File: src/rtl/riscv_writeback_pkg.sv
// Shared definitions for the RISC-V writeback stage: select codes, load
// encodings and default sizing.
package riscv_writeback_pkg;

    localparam int unsigned DATA_WIDTH_DEF   = 32;
    localparam int unsigned STARVE_LIMIT_DEF = 4;
    localparam int unsigned REG_ADDR_W       = 5;

    typedef enum logic [1:0] {
        WB_ALU  = 2'b00,
        WB_LOAD = 2'b01,
        WB_PC4  = 2'b10,
        WB_NONE = 2'b11
    } wb_sel_e;

    typedef enum logic [2:0] {
        F3_LB  = 3'b000,
        F3_LH  = 3'b001,
        F3_LW  = 3'b010,
        F3_LBU = 3'b100,
        F3_LHU = 3'b101
    } load_f3_e;

    // True for the five load widths the stage knows how to format.
    function automatic logic load_f3_legal(input logic [2:0] f3);
        return (f3 == F3_LB)  || (f3 == F3_LH)  || (f3 == F3_LW) ||
               (f3 == F3_LBU) || (f3 == F3_LHU);
    endfunction

endpackage

File: src/rtl/riscv_wb_fifo.sv
// Two-entry queue holding long-latency results until the write port is free.
module riscv_wb_fifo #(
    parameter int unsigned WIDTH = 37
) (
    input  logic             clk,
    input  logic             reset,
    input  logic             push,
    input  logic [WIDTH-1:0] push_data,
    input  logic             pop,
    output logic [WIDTH-1:0] head_c,
    output logic [1:0]       count,
    output logic             not_full
);

    logic [WIDTH-1:0] mem [2];
    logic             wr_ptr;
    logic             rd_ptr;
    logic             do_push_c;
    logic             do_pop_c;
    logic [1:0]       count_next_c;

    // A full queue refuses pushes even when it is popped in the same cycle.
    assign do_push_c = push && (count != 2'd2);
    assign do_pop_c  = pop && (count != 2'd0);
    assign head_c    = mem[rd_ptr];

    always_comb begin
        count_next_c = count;
        if (do_push_c && !do_pop_c) begin
            count_next_c = count + 2'd1;
        end else if (!do_push_c && do_pop_c) begin
            count_next_c = count - 2'd1;
        end
    end

    always_ff @(posedge clk) begin
        if (reset) begin
            wr_ptr   <= 1'b0;
            rd_ptr   <= 1'b0;
            count    <= 2'd0;
            not_full <= 1'b1;
        end else begin
            if (do_push_c) begin
                wr_ptr <= ~wr_ptr;
            end
            if (do_pop_c) begin
                rd_ptr <= ~rd_ptr;
            end
            count    <= count_next_c;
            not_full <= (count_next_c != 2'd2);
        end
    end

    // Storage needs no reset: pointers and count define what is valid.
    always_ff @(posedge clk) begin
        if (do_push_c) begin
            mem[wr_ptr] <= push_data;
        end
    end

endmodule

File: src/rtl/riscv_writeback.sv
// Writeback stage: arbitrates the single register-file write port between the
// in-order pipeline and a queued long-latency unit, and formats load data.
module riscv_writeback
    import riscv_writeback_pkg::*;
#(
    parameter int unsigned DATA_WIDTH   = DATA_WIDTH_DEF,
    parameter int unsigned STARVE_LIMIT = STARVE_LIMIT_DEF
) (
    input  logic                  clk,
    input  logic                  reset,
    input  logic                  p_valid,
    input  logic [REG_ADDR_W-1:0] p_rd,
    input  logic [1:0]            p_wb_sel,
    input  logic [DATA_WIDTH-1:0] p_alu,
    input  logic [DATA_WIDTH-1:0] p_pc4,
    input  logic [DATA_WIDTH-1:0] p_ld_data,
    input  logic [2:0]            p_funct3,
    input  logic [1:0]            p_addr_lo,
    output logic                  p_stall,
    input  logic                  l_valid,
    output logic                  l_ready,
    input  logic [REG_ADDR_W-1:0] l_rd,
    input  logic [DATA_WIDTH-1:0] l_data,
    output logic                  reg_wen,
    output logic [REG_ADDR_W-1:0] addr_d,
    output logic [DATA_WIDTH-1:0] data_d,
    output logic                  ld_err
);

    localparam int unsigned ENTRY_W  = REG_ADDR_W + DATA_WIDTH;
    localparam int unsigned STARVE_W = $clog2(STARVE_LIMIT + 1);

    logic                  p_grant_c;
    logic                  l_grant_c;
    logic                  l_push_c;
    logic [ENTRY_W-1:0]    fifo_head_c;
    logic [1:0]            fifo_count;
    logic                  fifo_not_full;
    logic [REG_ADDR_W-1:0] head_rd_c;
    logic [DATA_WIDTH-1:0] head_data_c;
    logic [7:0]            ld_byte_c;
    logic [15:0]           ld_half_c;
    logic [DATA_WIDTH-1:0] ld_fmt_c;
    logic [DATA_WIDTH-1:0] p_data_c;
    logic                  ld_err_c;
    logic [STARVE_W-1:0]   starve_cnt;
    logic [STARVE_W-1:0]   starve_next_c;

    // Pipeline wins the port unless a forced stall hands it to the queue.
    assign p_grant_c = p_valid && !p_stall;
    assign l_grant_c = !p_grant_c && (fifo_count != 2'd0);
    assign l_push_c  = l_valid && l_ready;
    assign l_ready   = fifo_not_full;
    assign {head_rd_c, head_data_c} = fifo_head_c;

    riscv_wb_fifo #(
        .WIDTH(ENTRY_W)
    ) u_fifo (
        .clk      (clk),
        .reset    (reset),
        .push     (l_push_c),
        .push_data({l_rd, l_data}),
        .pop      (l_grant_c),
        .head_c   (fifo_head_c),
        .count    (fifo_count),
        .not_full (fifo_not_full)
    );

    // Load alignment and extension.
    always_comb begin
        ld_byte_c = p_ld_data[{p_addr_lo, 3'b000} +: 8];
        ld_half_c = p_ld_data[{p_addr_lo[1], 4'b0000} +: 16];
        ld_fmt_c  = '0;
        case (p_funct3)
            F3_LB:   ld_fmt_c = DATA_WIDTH'($signed(ld_byte_c));
            F3_LH:   ld_fmt_c = DATA_WIDTH'($signed(ld_half_c));
            F3_LW:   ld_fmt_c = p_ld_data;
            F3_LBU:  ld_fmt_c = DATA_WIDTH'(ld_byte_c);
            F3_LHU:  ld_fmt_c = DATA_WIDTH'(ld_half_c);
            default: ld_fmt_c = '0;
        endcase
    end

    always_comb begin
        p_data_c = '0;
        ld_err_c = 1'b0;
        case (p_wb_sel)
            WB_ALU:  p_data_c = p_alu;
            WB_LOAD: begin
                p_data_c = ld_fmt_c;
                ld_err_c = !load_f3_legal(p_funct3);
            end
            WB_PC4:  p_data_c = p_pc4;
            default: p_data_c = '0;
        endcase
    end

    // Counts cycles the queue head is bypassed by the pipeline.
    always_comb begin
        starve_next_c = '0;
        if ((fifo_count != 2'd0) && p_grant_c) begin
            starve_next_c = starve_cnt + STARVE_W'(1);
        end
    end

    always_ff @(posedge clk) begin
        if (reset) begin
            reg_wen    <= 1'b0;
            addr_d     <= '0;
            data_d     <= '0;
            ld_err     <= 1'b0;
            p_stall    <= 1'b0;
            starve_cnt <= '0;
        end else begin
            reg_wen <= 1'b0;
            addr_d  <= '0;
            data_d  <= '0;
            ld_err  <= 1'b0;
            if (p_grant_c) begin
                reg_wen <= (p_rd != '0) && (p_wb_sel != WB_NONE);
                addr_d  <= p_rd;
                data_d  <= p_data_c;
                ld_err  <= ld_err_c;
            end else if (l_grant_c) begin
                reg_wen <= (head_rd_c != '0);
                addr_d  <= head_rd_c;
                data_d  <= head_data_c;
            end
            starve_cnt <= starve_next_c;
            p_stall    <= (starve_next_c == STARVE_W'(STARVE_LIMIT));
        end
    end

endmodule

File: config.mk
export PLATFORM = sky130hd
export DESIGN_NAME = riscv_writeback
export DESIGN_NICKNAME = d
export VERILOG_FILES = /design/src/rtl/riscv_writeback_pkg.sv /design/src/rtl/riscv_wb_fifo.sv /design/src/rtl/riscv_writeback.sv
export SDC_FILE = /design/constraint.sdc
export NUM_CORES = 1
export LEC_CHECK = 0
export BUFFER_PORTS_ARGS = -buffer_cell sky130_fd_sc_hd__buf_4
export CAP_MARGIN = 20
export CELL_PAD_IN_SITES_DETAIL_PLACEMENT = 0
export CELL_PAD_IN_SITES_GLOBAL_PLACEMENT = 1
export CORE_UTILIZATION = 40
export DETAILED_ROUTE_END_ITERATION = 8
export PLACE_DENSITY = 0.88
export SYNTH_ARGS = -nofsm -noshare
export SYNTH_HDL_FRONTEND = slang
export SYNTH_SLANG_ARGS = --single-unit
File: constraint.sdc
create_clock -name clk -period 5.52 [get_ports clk]
set_clock_uncertainty 0.1 [all_clocks]
set_input_delay 0.552 -clock clk [delete_from_list [all_inputs] [get_ports clk]]
set_output_delay 0.552 -clock clk [all_outputs]
set_load 0.02 [all_outputs]
# ---- After elaboration in Yosys (flattened, before gate mapping)
# Memory sizes are Yosys's and may differ from the RTL's. A register that Yosys moved wholly into a read port is not among the register bits.
# Cells that the tools add are included.
dict set report classes {
  n_addsub 3
  eq_ne 10
  n_shift 2
  mux 15
  n_bitwise 4
  reduce_logical 24
}
# op n
set ops {}
lappend ops {{one-hot mux 32 bit (5 select lines)} 1}
lappend ops {{one-hot mux 32 bit (3 select lines)} 1}
lappend ops {{2-to-1 mux 32 bit} 2}
lappend ops {{indexed part select 32 x 6 -> 16 bit} 1}
lappend ops {{indexed part select 32 x 6 -> 8 bit} 1}
lappend ops {{2-to-1 mux 5 bit} 2}
lappend ops {{nonzero test 5 bit} 2}
lappend ops {{equality test 3 bit, second input constant} 3}
lappend ops {{logical AND 1 bit} 9}
lappend ops {{2-to-1 mux 1 bit} 6}
lappend ops {{inequality test 2 bit, second input constant} 3}
lappend ops {{zero test 1 bit} 5}
lappend ops {{logical OR 1 bit} 4}
lappend ops {{2-to-1 mux 2 bit} 2}
lappend ops {{NOT 1 bit} 4}
lappend ops {{adder 3 x 1 -> 3 bit, second input constant} 1}
lappend ops {{equality test 3 x 1 -> 1 bit, second input constant} 1}
lappend ops {{equality test 3 x 2 -> 1 bit, second input constant} 1}
lappend ops {{zero test 3 bit} 1}
lappend ops {{2-to-1 mux 3 bit} 1}
lappend ops {{OR reduction 3 bit} 1}
lappend ops {{adder 2 x 1 -> 2 bit, second input constant} 1}
lappend ops {{equality test 2 x 1 -> 1 bit, second input constant} 1}
lappend ops {{equality test 2 bit, second input constant} 1}
lappend ops {{other kinds (3)} 3}
dict set report totals {
  reg_bits 48
  ram_bits 74
  out_inout_bits 41
  mem_count 1
}
# name words word_bits rd rd_ports_with_merged_regs wr line_no
set memory_table {}
lappend memory_table {u_fifo.mem 2 37 1 1 1 riscv_wb_fifo.sv:15} ;# logic [WIDTH-1:0] mem [2];

# ---- Longest topological paths before layout
dict set report logic_depth {
  ltp_word 9
  depth_mapped 7
  depth_no_buf 6
}

# ---- Hierarchy
# A second synthesis with hierarchy kept.
dict set report unflattened {
  cells_unflattened 461
  area_unflattened_um2 5919.4
}
# module instances cells_each area_each_um2 seq_area_each_um2
set modules_own_cells {}
lappend modules_own_cells {riscv_wb_fifo 1 152 3007.9 2342.2}
lappend modules_own_cells {riscv_writeback 1 309 2911.5 860.8}

# ---- Worst setup path after synthesis
# OpenSTA, ideal clock, no wires.
dict set report synth_timing {
  path_kind {flip-flop to flip-flop}
  startpoint {reg u_fifo.count[0]}
  endpoint {mem u_fifo.mem[0][0] (enable)}
  t_arrival_ps 2669
  t_required_ps 4984
  path_slack_ps 2316
  path_stages_with_launch 6
  n_path_buf 1
  path_cell_list {dfxtp_1 inv_1 ha_1 and3b_1 clkbuf_1 nor2b_1}
}
dict set report synth_via {
  elab_chain_cells 4
}
# item line_no
set synth_rtl {}
lappend synth_rtl {{start: declaration} riscv_wb_fifo.sv:11} ;# output logic [1:0] count,
lappend synth_rtl {{start signal: assignment} riscv_wb_fifo.sv:49} ;# count <= count_next_c;
lappend synth_rtl {{inequality test 2 bit} riscv_wb_fifo.sv:23} ;# assign do_push_c = push && (count != 2'd2);
lappend synth_rtl {{logical AND 1 bit} riscv_wb_fifo.sv:23}
lappend synth_rtl {{2-to-1 mux 1 bit} riscv_wb_fifo.sv:56} ;# if (do_push_c) begin
lappend synth_rtl {{2-to-1 mux 1 bit (implied by the code)} riscv_wb_fifo.sv:57} ;# mem[wr_ptr] <= push_data;
lappend synth_rtl {{end: declaration} riscv_wb_fifo.sv:15}
# No other way between the ends.

# ---- Final worst setup path
dict set report layout_timing {
  startpoint {reg u_fifo.count[0]}
  endpoint {reg data_d[5]}
}
dict set report layout_via {
  elab_chain_cells 4
}
# item line_no
set layout_rtl {}
lappend layout_rtl {{nonzero test 2 bit} riscv_writeback.sv:51} ;# assign l_grant_c = !p_grant_c && (fifo_count != 2'd0);
lappend layout_rtl {{logical AND 1 bit} riscv_writeback.sv:51}
lappend layout_rtl {{2-to-1 mux 32 bit} riscv_writeback.sv:124} ;# end else if (l_grant_c) begin
lappend layout_rtl {{2-to-1 mux 32 bit} riscv_writeback.sv:119} ;# if (p_grant_c) begin
lappend layout_rtl {{end signal: assignment} riscv_writeback.sv:122} ;# data_d <= p_data_c;
lappend layout_rtl {{end signal: assignment} riscv_writeback.sv:127} ;# data_d <= head_data_c;
lappend layout_rtl {{end: declaration} riscv_writeback.sv:26} ;# output logic [DATA_WIDTH-1:0] data_d,
# No other way between the ends.
# A chain may end at the register's enable or synchronous reset.

==> impl_results.md <==
- Status: finished, final reports clean
- Slowest cell on crit path: or3_2
- Count leader, synth: mux2i_1
- Drt drc: 0
- Core Footprint: 0.0133 mm²
- Setup TNS: 0 ns
- Vias in the first global route: 4304
- Initial antenna violation count: 0
- H-tree Lvls: 4
- Clk_lat worst skew: 0.42 ns
- Fin util: 57.6%
- Layout Nets: 754
- Hold-fix buffers, CTS: 0
- First-pass GRT wire length: 22300 µm
- Initial Utilization: 41.2%
- CP Launch Type: flop
- #FFs+latches synth: 123
- Vias/cell: 5.24
- Slew Limit Fails: 0
- Overall power: 2970 µW
- Sequential area share after synthesis: 58.4%
- Clk sinks: 123
- Fmax: 424 MHz
- Total iterations of the first detailed-routing run: 5
- Remaining Overflow, GRT: 0
- Ys Warns: 0
- Largest net degree at the start of global routing: 40
- Minimum clock period: 2.36 ns
- Post-synth top area share: 40.5%
- Num ports: 190
- CTS tree: built
- Die area: 0.0142 mm²
- Synth Flop Type: edfxtp_1
- Mapped Cells: 418
- Cell area after synthesis: 0.00548 mm²
- Area growth, synth to finish: 39.7%
- Mean routed wirelength per cell: 18.7 µm
- Maximum vdd drop: 186 µV
- Pleak: 0.00306 µW
- Via count: 4143
- Area contributors post-synth: edfxtp_1, dfxtp_1, mux2i_1
- RSZ-0062 raised after global routing: no
- CP endpoint kind: flop
- CP max stage delay: 0.92 ns
- Hold Vio Cnt, Final: 0
- Required @ worst endpoint: 5.72 ns
- Reg clk slew, reported paths: 0.05 ns
- GPL Wtd Cong: 0.779
- CP cell instances: inv_1 -> ha_1 -> or3_2 -> o22a_1 -> o21ai_0
- Final setup viols: 0
- GRT Total Usage: 21.1%
- Post-CTS resize count: 0
- Slew @ Worst Pin: 0.940 ns
- Worst Hold Class: in2reg
- Root buffer cell: clkbuf_16
- # diodes: 0
- Maxcap violations: 0
- Total Wirelength: 14800 µm
- Port bufs: 189
- Post-Syn Nets: 570
- Total CTS buffers: 17
- P per Cell Area: 388 mW/mm²
- Max_slew headroom: 37.3%
- Worst EP arrival: 2.56 ns
- # Post-CTS Setup Buffers: 0
- Die Span X: 119 µm
- Die Height: 119 µm
- Number of library cell types mapped by synthesis: 51
- Top cells by count, synth: mux2i_1, edfxtp_1, dfxtp_1
- Final worst path period share: 42.7%
- Share of cells above drive strength 1: 39.5%
- Final ANT Viol Nets: 0
- DR iter-0 viols: 268
- Final HPWL DP: 10600 µm
- Critical Path Fanout Max: 38
- Biggest area consumer among synthesized cells: edfxtp_1
- Post-Syn Area per Cell: 13.1 µm²
- Number of flops mapped to enable cells by yosys: 74
- Site Rows: 42
- WS Path Type: reg2reg
- Post-synth ARST share: 0%
- Longest Clk Path Bufs: 2
flip-flops by register name, indices dropped and copies added (netlist names), named ones only:
name,flops
reg_wen,1
p_stall,1
starve_cnt,3
u_fifo.rd_ptr,1
u_fifo.mem,74
data_d,32
u_fifo.count,2
addr_d,5
u_fifo.not_full,1
ld_err,1
u_fifo.wr_ptr,1
cells in the final DEF, fill, tap and decap left out, types with 4 or more instances in the layout:
cell | synthesis | final
a21o_1 | 17 | 17
a21oi_1 | 4 | 4
a221oi_1 | 6 | 6
buf_4 | 0 | 192
clkbuf_16 | 0 | 17
clkinvlp_4 | 0 | 4
dfxtp_1 | 49 | 48
edfxtp_1 | 74 | 74
mux2i_1 | 79 | 79
nand2_1 | 23 | 23
nor2b_1 | 12 | 11
nor3_1 | 8 | 8
nor3b_1 | 5 | 5
o21ai_0 | 15 | 15
o21ai_1 | 10 | 10
o221ai_1 | 14 | 14
o221ai_2 | 10 | 10
o22a_1 | 7 | 7
o2bb2ai_1 | 7 | 7
path summary, 6_finish.rpt:
check,to,startpoint,slack (ns),cells past startpoint
max reg2reg,data_d[5],u_fifo.count[0],3.16,5
min,u_fifo.mem[1][28],l_data[28],0.22,1
min reg2reg,starve_cnt[0],starve_cnt[0],0.36,1
max,data_d[5],u_fifo.count[0],3.16,5
kinds of logic after synthesis:
kind of cell,Yosys count,synth area share (%)
xor+xnor,2,0.320
buf+inv,32,2.58
mux,82,15.2
flops,123,58.4
fa+ha+maj,3,0.685
compound gates,105,15.4
simple gates,71,7.42
worst max-delay path: cells and delay by family, from the launching register on:
family | cells | cell delay (ns)
AO/OA/AOI/OAI | 2 | 0.42
adder cells (fa/ha/maj) | 1 | 0.32
buffers and inverters | 1 | 0.10
flip-flops | 1 | 0.38
AND/OR/NAND/NOR | 1 | 0.92
power breakdown:
group / switching (µW) / internal (µW) / leakage [µW]
combinational: 361 / 290 / 0.00169
sequential: 53.8 / 1170 / 0.00109
clock: 385 / 716 / 0.000279
layer usage:
layer	part of all wire [%]	track usage, %	vias to the layer above
li1	-	-	2006
met3	6.4	5.46	32
met5	0	0	-
met1	42	25.7	1948
met4	3.1	11.4	0
met2	49	34.2	157
cell type report:
type                    instances  area (µm²)
fillers                      1103        5640
well taps                     176         220
flip-flops and latches        123        3200
inverters                       2        7.51
clock buffers                  20         447
repair buffers                195        1490
multi-input cells             263        2150
clock inverters                12         148
through the flow:
stage	instances	setup WS, ns	instance area (µm²)	hold slack [ns]
2_1_floorplan	418	2.32	5480	0.328
3_3_place_gp	756	2.90	7020	0.338
3_5_place_dp	757	2.82	7030	0.350
4_1_cts	789	3.01	7620	0.198
5_1_grt	791	3.02	7660	0.202
6_report	791	3.16	7660	0.218
No activity file was read; power rests on OpenSTA's default activity.
